**src/rtl/output_ram_ctrl_pkg.sv**
```systemverilog
// Shared definitions for the output RAM write sequencer and its neighbours.
package output_ram_ctrl_pkg;

  // Widths shared with output_ram.
  localparam int unsigned DATA_W = 32;
  localparam int unsigned ADDR_W = 3;
  localparam int unsigned DEPTH  = 2 ** ADDR_W;

  // Frame sequencing states.
  typedef enum logic [1:0] {
    IDLE  = 2'd0,
    FILL  = 2'd1,
    DRAIN = 2'd2,
    DUMP  = 2'd3
  } state_t;

endpackage : output_ram_ctrl_pkg

```
**src/rtl/output_ram_ctrl_if.sv**
```systemverilog
// Producer handshake, RAM write port and status signals of the output RAM sequencer.
interface output_ram_ctrl_if
  import output_ram_ctrl_pkg::*;
#(
  parameter int unsigned DW = DATA_W,
  parameter int unsigned AW = ADDR_W
);

  // Frame control from the top-level controller.
  logic          start;
  logic          flush;

  // Result stream from the datapath.
  logic          in_valid;
  logic [DW-1:0] in_data;
  logic          in_ready;

  // Write port towards output_ram.
  logic          ram_write_en;
  logic [AW-1:0] ram_write_address;
  logic [DW-1:0] ram_input_data;
  logic          ram_write_file;

  // Status back to the controller.
  logic          busy;
  logic          done;
  logic [AW:0]   rows_written;

  // Environment side: drives control and data, observes everything else.
  modport master (
    output start, flush, in_valid, in_data,
    input  in_ready, ram_write_en, ram_write_address, ram_input_data,
    input  ram_write_file, busy, done, rows_written
  );

  // Sequencer side.
  modport slave (
    input  start, flush, in_valid, in_data,
    output in_ready, ram_write_en, ram_write_address, ram_input_data,
    output ram_write_file, busy, done, rows_written
  );

endinterface : output_ram_ctrl_if

```
**src/rtl/output_ram_ctrl.sv**
```systemverilog
// Collects one frame of results into output_ram at addresses 0..DEPTH-1,
// then pulses write_file once after the last row has been committed.
module output_ram_ctrl
  import output_ram_ctrl_pkg::*;
#(
  parameter int unsigned P_DATA_W = DATA_W,
  parameter int unsigned P_ADDR_W = ADDR_W,
  parameter int unsigned P_DEPTH  = 2 ** P_ADDR_W
) (
  input  logic              clk,
  input  logic              rst,
  output_ram_ctrl_if.slave  bus
);

  localparam int unsigned CNT_W = P_ADDR_W + 1;

  localparam logic [CNT_W-1:0] DEPTH_C = CNT_W'(P_DEPTH);
  localparam logic [CNT_W-1:0] LAST_C  = CNT_W'(P_DEPTH - 1);

  state_t           state;
  logic [CNT_W-1:0] count;
  logic [CNT_W-1:0] count_inc;
  logic             accept;

  // Room is left only while filling and the frame is not yet full.
  assign bus.in_ready = (state == FILL) && (count < DEPTH_C);
  assign accept       = bus.in_ready && bus.in_valid;

  // Saturating row counter step; the address therefore never wraps in a frame.
  assign count_inc = (count < DEPTH_C) ? CNT_W'(count + 1'b1) : count;

  // Frame sequencer with registered RAM port and status outputs.
  always_ff @(posedge clk or posedge rst) begin
    if (rst) begin
      state                 <= IDLE;
      count                 <= '0;
      bus.ram_write_en      <= 1'b0;
      bus.ram_write_address <= '0;
      bus.ram_input_data    <= '0;
      bus.ram_write_file    <= 1'b0;
      bus.busy              <= 1'b0;
      bus.done              <= 1'b0;
      bus.rows_written      <= '0;
    end else begin
      bus.ram_write_en   <= 1'b0;
      bus.ram_write_file <= 1'b0;
      bus.done           <= 1'b0;

      unique case (state)
        IDLE: begin
          if (bus.start) begin
            state            <= FILL;
            count            <= '0;
            bus.rows_written <= '0;
            bus.busy         <= 1'b1;
          end
        end

        FILL: begin
          // An accept in the same cycle as flush is still written.
          if (accept) begin
            bus.ram_write_en      <= 1'b1;
            bus.ram_write_address <= count[P_ADDR_W-1:0];
            bus.ram_input_data    <= bus.in_data;
            count                 <= count_inc;
            bus.rows_written      <= count_inc;
          end
          if (bus.flush || (accept && (count == LAST_C))) begin
            state <= DRAIN;
          end
        end

        // Let the final RAM write commit before asking for the file dump.
        DRAIN: begin
          bus.ram_write_file <= 1'b1;
          state              <= DUMP;
        end

        DUMP: begin
          bus.done <= 1'b1;
          bus.busy <= 1'b0;
          state    <= IDLE;
        end

        default: begin
          state    <= IDLE;
          bus.busy <= 1'b0;
        end
      endcase
    end
  end

endmodule : output_ram_ctrl

```
**src/flat_wrapper.sv**
```systemverilog
// flat-port wrapper written by rule: the top's interface ports become plain ports
module output_ram_ctrl_flat import output_ram_ctrl_pkg::*;
#(
  parameter int unsigned P_DATA_W = DATA_W,
  parameter int unsigned P_ADDR_W = ADDR_W,
  parameter int unsigned P_DEPTH  = 2 ** P_ADDR_W
)
  (clk, rst, bus_start, bus_flush, bus_in_valid, bus_in_data, bus_in_ready, bus_ram_write_en, bus_ram_write_address, bus_ram_input_data, bus_ram_write_file, bus_busy, bus_done, bus_rows_written);
  output_ram_ctrl_if bus_i ();
  input  logic clk;
  input  logic rst;
  input wire logic [$bits(bus_i.start)-1:0] bus_start;
  input wire logic [$bits(bus_i.flush)-1:0] bus_flush;
  input wire logic [$bits(bus_i.in_valid)-1:0] bus_in_valid;
  input wire logic [$bits(bus_i.in_data)-1:0] bus_in_data;
  output wire logic [$bits(bus_i.in_ready)-1:0] bus_in_ready;
  output wire logic [$bits(bus_i.ram_write_en)-1:0] bus_ram_write_en;
  output wire logic [$bits(bus_i.ram_write_address)-1:0] bus_ram_write_address;
  output wire logic [$bits(bus_i.ram_input_data)-1:0] bus_ram_input_data;
  output wire logic [$bits(bus_i.ram_write_file)-1:0] bus_ram_write_file;
  output wire logic [$bits(bus_i.busy)-1:0] bus_busy;
  output wire logic [$bits(bus_i.done)-1:0] bus_done;
  output wire logic [$bits(bus_i.rows_written)-1:0] bus_rows_written;
  assign bus_i.start = bus_start;
  assign bus_i.flush = bus_flush;
  assign bus_i.in_valid = bus_in_valid;
  assign bus_i.in_data = bus_in_data;
  assign bus_in_ready = bus_i.in_ready;
  assign bus_ram_write_en = bus_i.ram_write_en;
  assign bus_ram_write_address = bus_i.ram_write_address;
  assign bus_ram_input_data = bus_i.ram_input_data;
  assign bus_ram_write_file = bus_i.ram_write_file;
  assign bus_busy = bus_i.busy;
  assign bus_done = bus_i.done;
  assign bus_rows_written = bus_i.rows_written;
  output_ram_ctrl #(.P_DATA_W(P_DATA_W), .P_ADDR_W(P_ADDR_W), .P_DEPTH(P_DEPTH)) u_core (.clk(clk), .rst(rst), .bus(bus_i));
endmodule
```
**config.mk**
```make
export PLATFORM = sky130hd
export DESIGN_NAME = output_ram_ctrl_flat
export DESIGN_NICKNAME = d
export VERILOG_FILES = /design/src/rtl/output_ram_ctrl_pkg.sv /design/src/rtl/output_ram_ctrl_if.sv /design/src/rtl/output_ram_ctrl.sv /design/src/flat_wrapper.sv
export SDC_FILE = /design/constraint.sdc
export NUM_CORES = 1
export LEC_CHECK = 0
export ABC_AREA = 1
export BUFFER_PORTS_ARGS = -buffer_cell sky130_fd_sc_hd__buf_2
export CAP_MARGIN = 20
export CORE_UTILIZATION = 42
export DETAILED_ROUTE_END_ITERATION = 12
export PLACE_DENSITY_LB_ADDON = 0.25
export SETUP_SLACK_MARGIN = 0.05
export SLEW_MARGIN = 10
export SYNTH_ARGS = -nofsm -noshare
export SYNTH_HDL_FRONTEND = slang
export SYNTH_SLANG_ARGS = --single-unit
```
**constraint.sdc**
```tcl
create_clock -name clk -period 1.3 [get_ports clk]
set_input_delay 0.26 -clock clk [delete_from_list [all_inputs] [get_ports clk]]
set_output_delay 0.26 -clock clk [all_outputs]
set_load 0.03 [all_outputs]
```
Word-level counts from Yosys, hierarchy flattened
Cells that the tools add are included.
W data, S select, Z words.
- bits in registers: 45
- output and inout port bits: 44
- equality and inequality tests: 8
- mux-type cells: 13
- reduce and logical (&&, ||, !) cells: 11
- order comparisons: 1
- add/sub/neg operators: 1
- operators by type and width (cell ; number):
    $mux W4 ; 3
    $pmux W2 S4 ; 1
    $pmux W4 S2 ; 1
    $reduce_and A2 Y1 ; 3
    $mux W1 ; 5
    $add A4 B1 Y4 const B ; 1
    $eq A2 B2 Y1 const B ; 2
    $eq A4 B3 Y1 const B ; 1
    $lt A4 B4 Y1 const B ; 1
    $mux W2 ; 2
    $ne A2 B2 Y1 const B ; 2
    $reduce_and A4 Y1 ; 1
    $reduce_bool A2 Y1 ; 2
    $logic_and A1 B1 Y1 ; 3
    $ne A3 B3 Y1 const B ; 1
    $eq A2 B1 Y1 const B ; 1
    $logic_not A2 Y1 ; 1
    $ne A2 B1 Y1 const B ; 1
    $pmux W1 S2 ; 1
    $logic_or A1 B1 Y1 ; 1

Depth between registers and ports, before layout
- depth after elaboration: 7
- mapped depth: 9
- mapped depth without buffers: 9

Worst setup path before layout
Ideal clock, no wire load.
- path type: flip-flop to flip-flop
- from: register u_core.state[1]
- to: register u_core.state[0]
- clock period less this slack: 1.583 ns
- buffers on the path: 0
- arrival time: 1.466 ns
- slack: -0.283 ns
- cell stages (with the launch flop): 10
- data required time: 1.183 ns
- cell sequence: dfrtp_1 -> inv_1 -> ha_1 -> inv_2 -> nor2_2 -> nand3_1 -> nand2_1 -> nand2_1 -> nand2_1 -> nand2_1
- word-level cells in the longest chain between the ends: 7
- elaborated cells on any way between the ends: 12
- RTL lines (element ; line ; RTL):
    from (decl) ; output_ram_ctrl.sv:20 ; state_t state;
    from (signal assigned) ; output_ram_ctrl.sv:35 ; state <= IDLE;
    from (signal assigned) ; output_ram_ctrl.sv:52 ; state <= FILL;
    from (signal assigned) ; output_ram_ctrl.sv:69 ; state <= DRAIN;
    $eq A2 B1 Y1 ; output_ram_ctrl.sv:26 ; assign bus.in_ready = (state == FILL) && (count < DEPTH_C);
    $logic_and A1 B1 Y1 ; output_ram_ctrl.sv:26 ;
    named net bus_in_ready ; flat_wrapper.sv:16 ; output wire logic [$bits(bus_i.in_ready)-1:0] bus_in_ready;
    $logic_and A1 B1 Y1 ; output_ram_ctrl.sv:27 ; assign accept = bus.in_ready && bus.in_valid;
    $logic_and A1 B1 Y1 ; output_ram_ctrl.sv:68 ; if (bus.flush || (accept && (count == LAST_C))) begin
    $logic_or A1 B1 Y1 ; output_ram_ctrl.sv:68 ;
    $ne A2 B2 Y1 (no line) ; - ;
    $reduce_and A2 Y1 (no line) ; - ;
The timed path passes the listed nets, and every way through them passes these cells.
A chain may end at the register's enable or synchronous reset.

Worst setup path in the final report
- from: register u_core.state[1]
- to: output bus_in_ready
- word-level cells in the longest chain between the ends: 2
- RTL lines (element ; line):
    $eq A2 B1 Y1 ; output_ram_ctrl.sv:26
    $logic_and A1 B1 Y1 ; output_ram_ctrl.sv:26
    to (decl) ; flat_wrapper.sv:16
Every way passes these cells.

==> implementation parameters <==
Parameter                              Value

Drt
  Via/cell ratio ... 4.552
  Wire length on met3 ... 331 µm
  Met2 WL ... 2008 µm
  Number of nets still failing antenna checks after routing ... 0
  DR vias ... 1625
  Uppermost signal routing layer after detailed routing ... met4
  Drt pass-1 iters ... 4
  Total Wirelength ... 4378 µm
  M1 wire length ... 1932 µm
  DR iter-0 viols ... 91
  Mean routed wirelength per cell ... 12.26 µm
  Post-route DRC ... 0

Global routing
  Maximum number of pins on one net before global-route repair ... 24
  Global-route wire length before repair ... 6285 µm
  Overflow left after global routing ... 0
  Number of antenna violations at the first check in global routing ... 0
  Vias in the first global route ... 1388
  Total routing usage reported by global routing ... 19.17%

Synth
  #FFs+latches synth ... 45
  Synthesized net count ... 251
  Cell accounting for the most synthesized area ... dfrtp_1
  Sequential area share after synthesis ... 61.27%
  Synthesized cell area ... 1838 µm²
  Number of distinct library cells after synthesis ... 18
  Most area-consuming cells after synthesis ... dfrtp_1, nand2_1, ha_1
  Number of warnings issued by yosys ... 0
  Area share of the largest cell type after synthesis ... 61.27%
  Average cell area after synthesis ... 8.794 µm²
  Instance count of the mapped netlist ... 209

Worst setup path
  Reg2reg start ... u_core.state[1]$_DFFE_PP0P_
  Setup slack on the worst flop-to-flop path ... -0.10 ns
  Largest fanout of any net on the critical path ... 2
  Worst endpoint data arrival time ... 1.20 ns
  Worst setup endpoint ... bus_in_ready
  Sort of element at the end of the critical path ... output port
  Data required, critical path ... 1.04 ns
  Type of the setup path with the least slack ... reg -> out
  Critical R2R Capture ... u_core.bus.ram_write_address[0]$_DFFE_PP0P_
  Worst Reg-to-Reg Cells ... 7
  Worst Setup Start Kind ... register
  Startpoint of the most critical setup path ... u_core.state[1]$_DFFE_PP0P_

Timing
  Final slew viol count ... 0
  Count of endpoints failing hold in the final timing report ... 0
  Setup tns final ... -2.874 ns
  Clock Skews ... 0.004200 ns
  Min Tclk post-route ... 1.460 ns
  Setup slack of the critical path after layout ... -0.1601 ns
  Actual slew at the worst max-slew pin ... 0.2927 ns
  Max-slew headroom at the worst pin ... 80.49%
  Fmax ... 0.6849 GHz
  Final setup violation count ... 42
  Final cycle utilization of the critical path ... 112.3%
  Unrepaired setup endpoints after global routing ... true

Final layout
  Inserted Diodes ... 0
  Area Overhead vs Synth ... 45.13%
  Number of fill cells ... 347
  Final net count ... 349
  Commonest cells after routing, fill and taps aside ... nand2_1, buf_2, dfrtp_1
  Combined area of the multi-input logic cells ... 709.4 µm²
  Fraction of layout cells with a size suffix above 1 ... 41.69%
  Non-filler instance count after layout ... 357
  Most common cell after layout, fill and taps aside ... nand2_1
  Register area ... 1127 µm²

Status
  Status ... complete, but fails checks
  Violations in the final reports ... setup timing

Min path
  Path category of the worst min-delay check ... in -> async

Clock tree
  Register clock-pin slew on the reported worst setup and hold paths ... 0.08 ns
  Hold buffer count at cts ... 0
  H-tree levels ... 2
  Root Buffer Master ... clkbuf_8
  Num CTS Buffers ... 5
  Skew-Pair Late Insertion Delay ... 0.30 ns
  Number of clock sinks ... 45
  CTS tree ... done
  Number of buffers on the longest clock path ... 2

Die
  Height of the die ... 68.16 µm
  Die ar. ... 4645 µm²
  Initial Util ... 44.98%
  Horizontal die dimension ... 68.16 µm
  Core outline area ... 4086 µm²
  Top-Level Pins ... 81
  Placement row count ... 23

Place
  Placer's final routability congestion estimate ... 0.7756
  PortBufs ... 80
  Placed Instances ... 341
  HPWL after DPL ... 2775 µm

Power and ir drop
  Power per standard cell area ... 2673 nW/µm²
  Leakage dissipation ... 0.001534 µW
  Worst-case vdd ir drop ... 0.001240 V

Flow run
  Max_cap viols ... 0
## cells by family (layout without fill, tap and decap cells)
family	after synthesis	in the layout	synth area share, %
buf+inv	18	116	4.900
flops	45	45	61.27
compound gates	7	7	1.906
simple gates	134	134	28.52
fa+ha+maj	5	5	3.404
## power by group
group | internal [µW] | leakage, µW | switching, µW
logic | 1410 | 0.000920 | 2530
registers | 2010 | 0.000571 | 313
clock network | 420 | 0.0000433 | 453
total | 3840 | 0.00153 | 3290
## how the worst min path moves through the flow
stage	to	slack, ns	depth (start not counted)
2_1_floorplan	u_core.bus.busy$_DFFE_PP0P_	0.27	1
4_1_cts	u_core.bus.ram_input_data[15]$_DFFE_PP0P_	0.02	3
3_5_place_dp	u_core.bus.ram_input_data[15]$_DFFE_PP0P_	0.35	3
3_3_place_gp	u_core.bus.ram_input_data[15]$_DFFE_PP0P_	0.34	3
5_1_grt	u_core.bus.ram_input_data[1]$_DFFE_PP0P_	0.04	3
6_report	u_core.bus.ram_input_data[20]$_DFFE_PP0P_	0.02	3
## Yosys cell counts, drive strengths merged
cell type / number
a21oi: 1
buf: 7
clkinv: 1
dfrtp: 45
ha: 5
inv: 10
nand2: 122
nand3: 5
nor2: 6
o21ai: 6
or2: 1
## timing repair
action | 4_1_cts | 5_1_grt
cloned | 2 | 1
endpoints found under the setup margin | 44 | 47
hold endpoints to repair | 0 | 0
resized for setup | 30 | 13
pin swaps | 3 | 1
buffers inserted | 5 | 2
## metrics by stage
| stage | total power (µW) | setup WS, ns | hold WS [ns] | util [%] | instance area (µm²) |
|---|---|---|---|---|---|
| 6_report | 7131 | -0.1601 | 0.01816 | 65.28 | 2668 |
| 5_1_grt | 7639 | -0.1963 | 0.04237 | 65.28 | 2668 |
| 4_1_cts | 6979 | -0.1178 | 0.02404 | 63.35 | 2589 |
| 3_5_place_dp | 5694 | -0.03587 | 0.3493 | 57.35 | 2344 |
| 3_3_place_gp | 5629 | 0.02172 | 0.3440 | 57.35 | 2344 |
| 2_1_floorplan | 4711 | -0.05530 | 0.2706 | - | 1864 |
## state kept, by name, indices dropped and copies added (netlist names)
signal,cells
u_core.bus.done,1
u_core.bus.ram_write_address,3
u_core.bus.busy,1
u_core.state,2
u_core.bus.ram_input_data,32
u_core.bus.ram_write_en,1
u_core.bus.ram_write_file,1
u_core.bus.rows_written,4
## routing by layer
layer | track usage (%) | up-vias
met2 | 29.78 | 67
met3 | 5.667 | 11
li1 | - | 827
met5 | 0 | -
met4 | 11.98 | 0
met1 | 23.16 | 720
## critical path: stages (launching register included)
cell     delay (ns)
dfrtp_1        0.40
inv_2          0.08
ha_4           0.14
inv_4          0.04
nor2_4         0.10
buf_6          0.15
## area by class of cell
cell class / count / share of cell area, %
Clock inverter: 1 / 0.2814
Clock buffer: 6 / 3.096
Tap cell: 50 / 2.345
Timing Repair Buffer: 98 / 23.36
Sequential cell: 45 / 42.26
Multi-Input combinational cell: 146 / 26.59
Inverter: 11 / 2.064
Note: power is estimated with default switching activity, not from simulation.
